### config.mk
export PLATFORM = sky130hd
export DESIGN_NAME = wb_video_arbiter
export DESIGN_NICKNAME = d
export VERILOG_FILES = /design/src/rtl/wb_video_arbiter.sv
export SDC_FILE = /design/constraint.sdc
export NUM_CORES = 1
export LEC_CHECK = 0
export BUFFER_PORTS_ARGS = -buffer_cell sky130_fd_sc_hd__buf_2
export CAP_MARGIN = 40
export CORE_AREA = 2 2 124 126
export CTS_CLUSTER_DIAMETER = 120
export DETAILED_ROUTE_END_ITERATION = 10
export DIE_AREA = 0 0 126 128
export PLACE_DENSITY = 0.45
export SLEW_MARGIN = 20
export SYNTH_ARGS = -nofsm -noshare
export SYNTH_HDL_FRONTEND = slang
export SYNTH_SLANG_ARGS = --single-unit
export TNS_END_PERCENT = 50
### constraint.sdc
create_clock -name clk_i -period 2.1 [get_ports clk_i]
set_input_delay 0.315 -clock clk_i [delete_from_list [all_inputs] [get_ports clk_i]]
set_output_delay 0.315 -clock clk_i [all_outputs]
set_load 0.005 [all_outputs]
### src/rtl/wb_video_arbiter.sv
// wb_video_arbiter: two-master Wishbone arbiter, video fetcher (m0) priority with CPU (m1) starvation guard.
module wb_video_arbiter #(
  parameter int AWIDTH       = 32,
  parameter int DWIDTH       = 32,
  parameter int STARVE_LIMIT = 64
) (
  input  logic                clk_i,
  input  logic                rst_ni,
  input  logic                m0_cyc_i,
  input  logic                m0_stb_i,
  input  logic                m0_we_i,
  input  logic [AWIDTH-1:0]   m0_adr_i,
  input  logic [DWIDTH/8-1:0] m0_sel_i,
  input  logic [DWIDTH-1:0]   m0_dat_i,
  output logic [DWIDTH-1:0]   m0_dat_o,
  output logic                m0_ack_o,
  input  logic                m1_cyc_i,
  input  logic                m1_stb_i,
  input  logic                m1_we_i,
  input  logic [AWIDTH-1:0]   m1_adr_i,
  input  logic [DWIDTH/8-1:0] m1_sel_i,
  input  logic [DWIDTH-1:0]   m1_dat_i,
  output logic [DWIDTH-1:0]   m1_dat_o,
  output logic                m1_ack_o,
  output logic                s_cyc_o,
  output logic                s_stb_o,
  output logic                s_we_o,
  output logic [AWIDTH-1:0]   s_adr_o,
  output logic [DWIDTH/8-1:0] s_sel_o,
  output logic [DWIDTH-1:0]   s_dat_o,
  input  logic [DWIDTH-1:0]   s_dat_i,
  input  logic                s_ack_i,
  output logic [1:0]          grant_o
);
  localparam int SW = STARVE_LIMIT > 0 ? $clog2(STARVE_LIMIT + 1) : 1;
  localparam logic [SW-1:0] LIMIT = SW'(STARVE_LIMIT);
  localparam logic [1:0] S_IDLE = 2'd0, S_GNT0 = 2'd1, S_GNT1 = 2'd2;
  logic [1:0] state, state_nxt;
  logic [SW-1:0] starve;
  logic g0, g1, arb, starved;
  assign g0 = state == S_GNT0;
  assign g1 = state == S_GNT1;
  // Re-arbitrate only when idle or when the owner has released its cycle
  assign arb = state == S_IDLE || (g0 && !m0_cyc_i) || (g1 && !m1_cyc_i);
  assign starved = STARVE_LIMIT != 0 && starve == LIMIT;
  always_comb begin
    state_nxt = !arb ? state :
                (m1_cyc_i && starved) ? S_GNT1 :
                m0_cyc_i ? S_GNT0 :
                m1_cyc_i ? S_GNT1 : S_IDLE;
  end
  always_ff @(posedge clk_i or negedge rst_ni) begin
    if (!rst_ni) begin
      state   <= S_IDLE;
      grant_o <= 2'b00;
      starve  <= '0;
    end else begin
      state   <= state_nxt;
      grant_o <= {state_nxt == S_GNT1, state_nxt == S_GNT0};
      if (state_nxt == S_GNT1 && !g1) starve <= '0;
      else if (m1_cyc_i && !g1 && starve != LIMIT) starve <= starve + SW'(1);
    end
  end
  assign s_cyc_o  = g0 ? m0_cyc_i : g1 ? m1_cyc_i : 1'b0;
  assign s_stb_o  = g0 ? m0_stb_i : g1 ? m1_stb_i : 1'b0;
  assign s_we_o   = g0 ? m0_we_i  : g1 ? m1_we_i  : 1'b0;
  assign s_adr_o  = g0 ? m0_adr_i : g1 ? m1_adr_i : '0;
  assign s_sel_o  = g0 ? m0_sel_i : g1 ? m1_sel_i : '0;
  assign s_dat_o  = g0 ? m0_dat_i : g1 ? m1_dat_i : '0;
  assign m0_ack_o = g0 & s_ack_i;
  assign m1_ack_o = g1 & s_ack_i;
  assign m0_dat_o = s_dat_i;
  assign m1_dat_o = s_dat_i;
endmodule

==> results.txt <==
* Maximum operating frequency: 523.7 MHz
- Initial cell density of the core: 0.1202
* Most common flop cell mapped by yosys: sky130_fd_sc_hd__dfrtp_1
- Endpoint of the lowest-slack register-to-register path: starve[2]
- Setup repair after global routing left no endpoint under its margin.
- The core region is 0.01486 mm^2.
- Worst clock skew: 0.001438 ns
* Setup slack, reg-to-reg: 0.37 ns
- Largest net degree at the start of global routing: 48
* CTS clk-pin slew, worst paths: 0.04 ns
* Number of endpoints failing setup at the final stage: 0
- End of the critical path: s_dat_o[31]
- Once routing completed, OpenROAD measured the worst setup slack at 0.1907 ns.
- The routed design has 8926 um of wire.
* CTS HTree Levels: 1
* Leakage power summed over all cells: 1.555 nW
- Most instantiated cells after synthesis: sky130_fd_sc_hd__a22o_1, sky130_fd_sc_hd__buf_4, sky130_fd_sc_hd__clkbuf_1
- From bottom edge to top edge, the die measures 128 um.
- Number of enable flip-flop cells after synthesis: 0
- Latest clock arrival within the worst-skew pair: 0.24 ns
- The worst-case IR drop observed on VDD is 0.0004099 V.
- Net total in the final layout: 544
* Max cap viols: 0
- In this run, the number of DRC markers left after iteration 0 of detailed routing was 109.
- Diode insertion count for antenna repair: 0
- Of the synthesized area, sequential elements account for 0.1541.
- Status: finished clean
- In this run the remaining antenna-violating nets after routing total 0.
* Max FO, Critical Path: 25
- In this run the cell area measured after placement is 0.002643 mm^2.
- Cells on worst reg2reg path: 6
- STA classifies the critical path startpoint as a flip-flop.
- Count of final max-slew check failures: 0
- The total overflow left after global routing is 0.
- Minimum setup slack after placement: 0.3007 ns
- The number of different library cells used by synthesis comes to 29.
* Launch instance of the worst register-to-register path: starve[0]
- Routability-driven placement finished with a final weighted congestion of 0.7416.
- Via density per instance: 4.109
* Minimum clock period after layout: 1.909 ns
- The cell sitting at the root of the clock tree is a sky130_fd_sc_hd__clkbuf_16.
- CTS saw 11 sinks.
- Yosys warnings: 0
- For this design the ratio of total power to cell area is 1061 mW/mm^2.
* Most common cell in the synthesized netlist: sky130_fd_sc_hd__a22o_1
* Worst slew pin tran: 0.3283 ns
- The number of antenna violations at the first check in global routing came to 1.
- Count of port buffers added during placement: 219
* Final Instance Area: 0.002733 mm^2
- Relative to the synthesized area, the layout overhead comes to 52.94%.
- Detailed-route wire length per cell: 16.17 um
- Net count after synthesis: 395
* Maximum number of buffers from clock root to sink: 2
- Floorplan row count: 45
- The critical path in this run is classified as reg -> out.
- Crit. End Element: output pin
- Number of hold violations in the final report: 0
- Number of buffers created by CTS: 3
- The biggest area contributor in the post-synthesis netlist is sky130_fd_sc_hd__a22o_1.
- Averaged over all synthesized cells, the footprint is 8.272 um^2.
- Synthesis inferred 11 register bits.
* Most area-consuming cells after synthesis: sky130_fd_sc_hd__a22o_1, sky130_fd_sc_hd__buf_4, sky130_fd_sc_hd__dfrtp_1, sky130_fd_sc_hd__clkbuf_1, sky130_fd_sc_hd__xor2_1
- In the final layout, the share of cells above drive strength 1 is 0.6401.
- Dividing the final minimum period by the clock period gives 0.9092.
* Data required time of the critical path: 1.78 ns
- HPWL after detailed placement: 7651 um
* Top-level port count: 316
- Number of global-route vias before repair: 2017
- # Post-CTS Setup Buffers: 0
* Share of the synthesized area in the top cell type: 0.3431
- Of all flip-flops after synthesis, the portion carrying an async set or reset was 1.000.
* Total via count after detailed routing: 2268
* Tot GR Track Use: 0.09474
- In the final timing run, aggregate negative setup slack is 0 ns.
* Global-route wire length before repair: 11790 um
- Data arrival at the endpoint of the critical path: 1.59 ns
* Drt first pass iters: 4
- CTS tree: built
- In this run the horizontal extent of the chip is 126 um.
- Launching instance or port of the critical path: state[0]
- In this run the cell area of the synthesized design comes to 0.001787 mm^2.
* Post-Synthesis Cells: 216
- The die covers 0.01613 mm^2.
* Slew Limit Headroom: 0.7806
* Class of the most critical hold timing path: in -> reg
- Remaining routing DRC violations: 0
repair_timing:
item                                    in CTS  in global routing
endpoints found under the setup margin       0                  1
resized for setup                            0                  1
hold buffers                                 1                  0
hold endpoints to repair                    11                  0
registers in the layout, summed over array words and instances, names as in the netlist:
| signal | cells |
|---|---|
| grant_o | 2 |
| state | 2 |
| starve | 7 |
where the power goes:
group	internal (mW)	switching, mW
registers	0.281	0.0947
clock network	0.254	0.0895
logic	1.13	1.06
total	1.66	1.24
layout by cell type (no fill, tap or decap), types with 2 or more instances in the layout:
| cell type | n |
|---|---|
| sky130_fd_sc_hd__a21oi_1 | 4 |
| sky130_fd_sc_hd__a22o_1 | 70 |
| sky130_fd_sc_hd__and2_1 | 4 |
| sky130_fd_sc_hd__and4_1 | 2 |
| sky130_fd_sc_hd__buf_12 | 2 |
| sky130_fd_sc_hd__buf_2 | 219 |
| sky130_fd_sc_hd__buf_4 | 3 |
| sky130_fd_sc_hd__clkbuf_16 | 3 |
| sky130_fd_sc_hd__dfrtp_1 | 10 |
| sky130_fd_sc_hd__ha_1 | 2 |
| sky130_fd_sc_hd__inv_1 | 5 |
| sky130_fd_sc_hd__nand2_1 | 4 |
| sky130_fd_sc_hd__nand4_1 | 4 |
| sky130_fd_sc_hd__nor2_1 | 7 |
| sky130_fd_sc_hd__nor2b_4 | 2 |
| sky130_fd_sc_hd__o21ai_0 | 3 |
| sky130_fd_sc_hd__xor2_1 | 4 |
kinds of logic (layout without fill, tap and decap cells):
kind of cell | count (synthesis) | in the layout | share of synthesized area
fa+ha+maj | 2 | 2 | 0.01400
buf+inv | 86 | 234 | 0.3200
flops | 11 | 11 | 0.1541
compound gates | 81 | 81 | 0.3831
mux | 1 | 1 | 0.005602
xor+xnor | 5 | 5 | 0.02451
simple gates | 30 | 30 | 0.09874
layout make-up:
class / instances / area, um^2
clock buffer: 4 / 78.83
fill: 1682 / 12130
inverter: 5 / 18.77
multi-input combinational: 119 / 954.7
sequential: 11 / 276.5
tap: 188 / 235.2
timing repair buffer: 225 / 1169
critical path, cell delays in order, from the launching register on:
cell                      delay (ns)
sky130_fd_sc_hd__dfrtp_1        0.46
sky130_fd_sc_hd__nor2b_4        0.22
sky130_fd_sc_hd__buf_4          0.29
sky130_fd_sc_hd__a22o_1         0.24
sky130_fd_sc_hd__buf_2          0.13
metrics by stage:
| stage | utilization | hold WS (ns) | std cells | power [mW] |
|---|---|---|---|---|
| after floorplan | - | 0.01941 | 216 | 1.624 |
| after global placement | 0.1778 | 0.2022 | 547 | 2.551 |
| after detailed placement | 0.1778 | 0.1998 | 547 | 2.571 |
| after CTS | 0.1838 | 0.3694 | 552 | 2.940 |
| after global routing | 0.1838 | 0.3910 | 552 | 3.139 |
| final | 0.1838 | 0.3805 | 552 | 2.900 |
per-layer routing:
metal	wire length [um]	GRT usage
met1	3470	0.1235
met2	4286	0.1559
met3	1145	0.03673
met4	23	0.005818
met5	0	0
how the worst min path moves through the flow:
stage,start,end,slack [ns],cells after the start
after floorplan,rst_ni,grant_o[0],0.02,0
after global placement,rst_ni,starve[1],0.20,1
after detailed placement,rst_ni,starve[1],0.20,1
after CTS,m0_cyc_i,grant_o[0],0.37,3
after global routing,m1_cyc_i,grant_o[1],0.39,2
final,m0_cyc_i,grant_o[0],0.38,3
(Power assumes the default switching activity.)
